===== config.mk =====
export PLATFORM = sky130hd
export DESIGN_NAME = pipe_hazard_ctrl
export DESIGN_NICKNAME = d
export VERILOG_FILES = /design/src/rtl/pipe_hazard_ctrl.sv
export SDC_FILE = /design/constraint.sdc
export NUM_CORES = 1
export LEC_CHECK = 0
export BUFFER_PORTS_ARGS = -buffer_cell sky130_fd_sc_hd__buf_2
export CORE_MARGIN = 4
export CORE_UTILIZATION = 37
export CTS_CLUSTER_DIAMETER = 100
export DETAILED_ROUTE_END_ITERATION = 8
export GPL_ROUTABILITY_DRIVEN = 0
export GPL_TIMING_DRIVEN = 1
export SYNTH_ARGS = -nofsm -noshare
export SYNTH_HDL_FRONTEND = slang
export SYNTH_SLANG_ARGS = --single-unit

===== constraint.sdc =====
create_clock -name in_clk -period 5.7 [get_ports in_clk]
set_clock_uncertainty 0.15 [all_clocks]
set_input_delay 0.285 -clock in_clk [delete_from_list [all_inputs] [get_ports in_clk]]
set_output_delay 0.285 -clock in_clk [all_outputs]
set_load 0.05 [all_outputs]

===== src/rtl/pipe_hazard_ctrl.sv =====
// Hazard scheduler for the 5-stage pipeline.
// Tracks the destinations held in EX and MEM, stalls ID on any read-after-write
// dependency on them (no forwarding), flushes IF/ID on taken branches, and
// keeps saturating stall/flush statistics.
module pipe_hazard_ctrl #(
  parameter int CNT_W = 32
) (
  input  logic             in_clk,
  input  logic             in_rst,
  input  logic             in_freeze,
  input  logic [4:0]       in_id_rs_addr,
  input  logic [4:0]       in_id_rt_addr,
  input  logic             in_id_rs_rena,
  input  logic             in_id_rt_rena,
  input  logic [4:0]       in_id_rd_waddr,
  input  logic             in_id_rd_wena,
  input  logic             in_id_branch,
  output logic             out_pc_wena,
  output logic             out_ifid_wena,
  output logic             out_ifid_flush,
  output logic             out_idex_bubble,
  output logic             out_stall,
  output logic [4:0]       out_ex_waddr,
  output logic [4:0]       out_mem_waddr,
  output logic             out_ex_wena,
  output logic             out_mem_wena,
  output logic [CNT_W-1:0] out_stall_cycles,
  output logic [CNT_W-1:0] out_flush_count
);

  localparam logic [CNT_W-1:0] CNT_MAX = '1;
  localparam logic [CNT_W-1:0] CNT_ONE = {{(CNT_W-1){1'b0}}, 1'b1};

  logic [4:0]       ex_waddr_q, ex_waddr_d;
  logic             ex_wena_q, ex_wena_d;
  logic [4:0]       mem_waddr_q, mem_waddr_d;
  logic             mem_wena_q, mem_wena_d;
  logic [CNT_W-1:0] stall_cnt_q, stall_cnt_d;
  logic [CNT_W-1:0] flush_cnt_q, flush_cnt_d;

  logic match_ex, match_mem, hazard, flush;

  // Operand compare against both scoreboard slots; $0 never matches.
  always_comb begin
    match_ex  = ex_wena_q && (ex_waddr_q != 5'd0) &&
                ((in_id_rs_rena && (in_id_rs_addr == ex_waddr_q)) ||
                 (in_id_rt_rena && (in_id_rt_addr == ex_waddr_q)));
    match_mem = mem_wena_q && (mem_waddr_q != 5'd0) &&
                ((in_id_rs_rena && (in_id_rs_addr == mem_waddr_q)) ||
                 (in_id_rt_rena && (in_id_rt_addr == mem_waddr_q)));
    hazard    = match_ex || match_mem;
    // A branch seen while stalled was resolved on stale operands.
    flush     = in_id_branch && !hazard && !in_freeze;
  end

  // Pipeline control outputs, combinational from ID inputs and the slots.
  always_comb begin
    out_stall        = hazard;
    out_pc_wena      = !hazard && !in_freeze;
    out_ifid_wena    = !hazard && !in_freeze;
    out_idex_bubble  = hazard && !in_freeze;
    out_ifid_flush   = flush;
    out_ex_waddr     = ex_waddr_q;
    out_ex_wena      = ex_wena_q;
    out_mem_waddr    = mem_waddr_q;
    out_mem_wena     = mem_wena_q;
    out_stall_cycles = stall_cnt_q;
    out_flush_count  = flush_cnt_q;
  end

  // Next state: slots shift EX->MEM, a stalled ID enters EX as a bubble.
  always_comb begin
    ex_waddr_d  = ex_waddr_q;
    ex_wena_d   = ex_wena_q;
    mem_waddr_d = mem_waddr_q;
    mem_wena_d  = mem_wena_q;
    stall_cnt_d = stall_cnt_q;
    flush_cnt_d = flush_cnt_q;
    if (!in_freeze) begin
      mem_waddr_d = ex_waddr_q;
      mem_wena_d  = ex_wena_q;
      if (hazard) begin
        ex_waddr_d = 5'd0;
        ex_wena_d  = 1'b0;
        if (stall_cnt_q != CNT_MAX) stall_cnt_d = stall_cnt_q + CNT_ONE;
      end else begin
        ex_waddr_d = in_id_rd_waddr;
        ex_wena_d  = in_id_rd_wena;
      end
      if (flush && (flush_cnt_q != CNT_MAX)) flush_cnt_d = flush_cnt_q + CNT_ONE;
    end
  end

  // State registers; reset takes priority over freeze.
  always_ff @(posedge in_clk) begin
    if (in_rst) begin
      ex_waddr_q  <= 5'd0;
      ex_wena_q   <= 1'b0;
      mem_waddr_q <= 5'd0;
      mem_wena_q  <= 1'b0;
      stall_cnt_q <= '0;
      flush_cnt_q <= '0;
    end else begin
      ex_waddr_q  <= ex_waddr_d;
      ex_wena_q   <= ex_wena_d;
      mem_waddr_q <= mem_waddr_d;
      mem_wena_q  <= mem_wena_d;
      stall_cnt_q <= stall_cnt_d;
      flush_cnt_q <= flush_cnt_d;
    end
  end

endmodule


==> results.yml <==
sta:
  tightest_slew_ns: 0.919
  slew_viol_final: 0
  hold_viol: 0
  post-route-min-period_ns: 3.58
  setup_viol: 0
  timing.setup.tns_ns: 0
  period_share: 0.628
  fmax_mhz: 279
  relSlewSlack: 0.382
  rsz0062_at_grt: "false"
clocking:
  cts_tree: "done"
  numCtsBuffers: 9
  clkSinkCount: 76
  clk_pin_slew_ns: 0.06
  clk_latency_ns: 0.33
  htree_levels: 3
  root_buffer: "clkbuf_16"
  cts_max_path_buffers: 2
  cts_hold_buf: 0
  post_cts_buffers: 0
  cts_resized: 0
floorplanning:
  coreArea_sq_mm: 0.0109
  dieArea_sq_mm: 0.0130
  ioPinCount: 103
  die_w_um: 114
  initial_core_util: 0.380
  rows: 38
  die_y_um: 114
final_layout:
  syn2layout_area_growth_pct: 19.2
  fin_cells: 727
  n_antenna_cell: 0
  nNetsFinal: 608
  stdcell_area_sq_mm: 0.00495
  utilization: 0.453
  drive_gt1_frac: 0.235
routing:
  drtPass1Iterations: 4
  wl_per_cell_um: 15.3
  post_drt_via_cell_ratio: 5.66
  wl_mm: 11.1
  vias: 4118
  postRouteAntennaNets: 0
  drt_iter0_markers: 354
  drc: 0
place:
  port_buffers: 102
  dp.cells: 713
  dp_hpwl_mm: 7.72
  placed_area_sq_mm: 0.00466
outcome:
  outcome: "finished clean"
worst_setup_path:
  cpMaxStageDelayCell: "o22a_2"
  max_stage_delay_ns: 0.66
  crit_family: "compound AO/OA/AOI/OAI gates"
  worstSetupEndpointType: "output port"
  crit_path_start_kind: "register"
  worstSetupPathType: "reg -> out"
  cp_max_fo: 57
  crit_chain: "or4_1 -> o21ai_1 -> o22a_2 -> inv_2 -> nor2_1 -> buf_2"
  worstPathArrival_ns: 3.15
  path_buf_inv: 2
  required_ns: 5.27
yosys:
  syn-num-nets: 527
  syn_inst: 503
  ys_ff_latch: 76
  ys.warnings.count: 0
  post_synth.cell_area_avg_sq_um: 8.26
  syn-cell-area_sq_mm: 0.00415
  yosysSeqAreaShare: 0.366
  synth_cell_types: 46
global_routing:
  antenna_found_initial: 0
  grt_use_total: 0.171
  grt_pass1_wl_mm: 18.2
  grt_max_degree: 58
  grt-ovfl-total: 0
  first_global_vias: 3679
power:
  p_leak_nw: 1.94
  finalPower_mw: 1.19
  p_per_area_mw_per_mm2: 240
  vdd_drop_max_mv: 0.106
worst_hold_path:
  hp-class: "in -> reg"
job:
  cap_viol_max_count: 0
worst min-delay path, delay by kind of cell:
family | cells | cell delay, ns
AND/OR/NAND/NOR | 1 | 0.06
buffers and inverters | 1 | 0.10
AO/OA/AOI/OAI | 1 | 0.06
synth_stat cells (all sizes together):
master / count / area, sq um
ha: 2 / 25.0
o21ai: 26 / 130
nand2b: 3 / 18.8
a32oi: 2 / 17.5
inv: 6 / 22.5
clkbuf: 22 / 93.8
mux2i: 7 / 70.1
nor2: 32 / 120
o32a: 1 / 10.0
nand3b: 6 / 45.0
dfxtp: 76 / 1520
nand2: 29 / 109
dlygate4sd3: 1 / 10.0
and3: 10 / 62.6
or4: 32 / 245
and2: 5 / 31.3
nand3: 31 / 155
xnor2: 4 / 35.0
nor3: 6 / 30.0
o31ai: 28 / 210
and3b: 1 / 8.76
or3: 24 / 151
or2: 3 / 18.8
nor2b: 12 / 75.1
buf: 10 / 83.8
nor4: 11 / 83.8
and4: 5 / 46.3
mux2: 11 / 124
o22a: 1 / 10.0
nand4: 21 / 153
a21oi: 59 / 295
xor2: 16 / 140
layout make-up:
type | count | area, sq um
Clock buffer | 12 | 256
Timing Repair Buffer | 103 | 518
Clock inverter | 2 | 35.0
Tap cell | 140 | 175
Multi-Input combinational cell | 388 | 2420
Fill cell | 1110 | 5990
Sequential cell | 76 | 1520
Inverter | 6 | 22.5
power breakdown:
| part | switching [mW] | leakage [nW] | total [mW] | internal, mW |
|---|---|---|---|---|
| Clock | 0.212 | 0.145 | 0.569 | 0.357 |
| Sequential | 0.00686 | 0.614 | 0.543 | 0.536 |
| Combinational | 0.0533 | 1.18 | 0.0776 | 0.0243 |
| Total | 0.272 | 1.94 | 1.19 | 0.917 |
final timing paths:
path	from	cells past startpoint	slack, ns	end
setup / recovery	out_mem_waddr[4]$_SDFFE_PP0N_	6	2.12	out_ifid_flush
hold / removal	in_id_rd_waddr[0]	3	0.07	out_ex_waddr[0]$_SDFFE_PP0N_
setup reg to reg	out_mem_waddr[4]$_SDFFE_PP0N_	6	2.35	out_flush_count[28]$_SDFFE_PP0P_
hold reg to reg	out_ex_wena$_SDFFE_PP0N_	2	0.35	out_ex_wena$_SDFFE_PP0N_
metal layers:
layer,share of wire,track usage,vias up
met5,0,0,-
met4,0.012,0.0649,0
met3,0.056,0.0430,11
met2,0.45,0.257,103
met1,0.48,0.235,1952
li1,-,-,2052
registers in the layout, indices dropped and copies added, names as in the netlist:
| register | count |
|---|---|
| out_flush_count | 32 |
| out_stall_cycles | 32 |
| out_ex_waddr | 5 |
| out_mem_waddr | 5 |
| out_ex_wena | 1 |
| out_mem_wena | 1 |
kinds of logic (layout without fill, tap and decap cells):
family                     count (synthesis)  after routing  synth area share
adders and majority gates                  2              2           0.00602
DFF                                       76             76             0.366
xor gates and xnor gates                  20             20            0.0422
muxes                                     18             18            0.0467
and+or+nand+nor                          231            231             0.326
AOI/OAI and AO/OA                        117            117             0.162
buffers and inverters                     39            123            0.0506
metrics by stage:
step                setup WS, ns  hold slack [ns]
floorplan                   2.19            0.297
global placement            2.47            0.333
detailed placement          2.36            0.332
CTS                         2.12           0.0574
global route                1.94           0.0675
finish                      2.12           0.0702
cells in the final DEF (no fill, tap or decap), types with 2 or more instances in the layout:
cell type	netlist	final
and4_1	4	4
clkbuf_16	0	9
buf_2	4	102
and3_1	10	10
nor4_1	10	10
a21oi_1	59	59
or3_1	23	23
nand3_1	31	31
nand3b_1	6	6
nand2_1	29	29
o31ai_1	28	28
mux2_2	11	11
o21ai_0	24	24
xnor2_1	4	4
inv_1	5	5
o21ai_1	2	2
or4_1	30	30
nand2b_1	3	3
nor2_1	32	32
or2_2	2	2
a32oi_1	2	2
nand4_1	19	19
dfxtp_1	76	76
mux2i_1	7	7
xor2_1	16	16
nor3_1	6	6
clkbuf_8	1	2
ha_1	2	2
and2_1	5	5
nor2b_1	12	12
No activity file was read; power rests on OpenSTA's default activity.
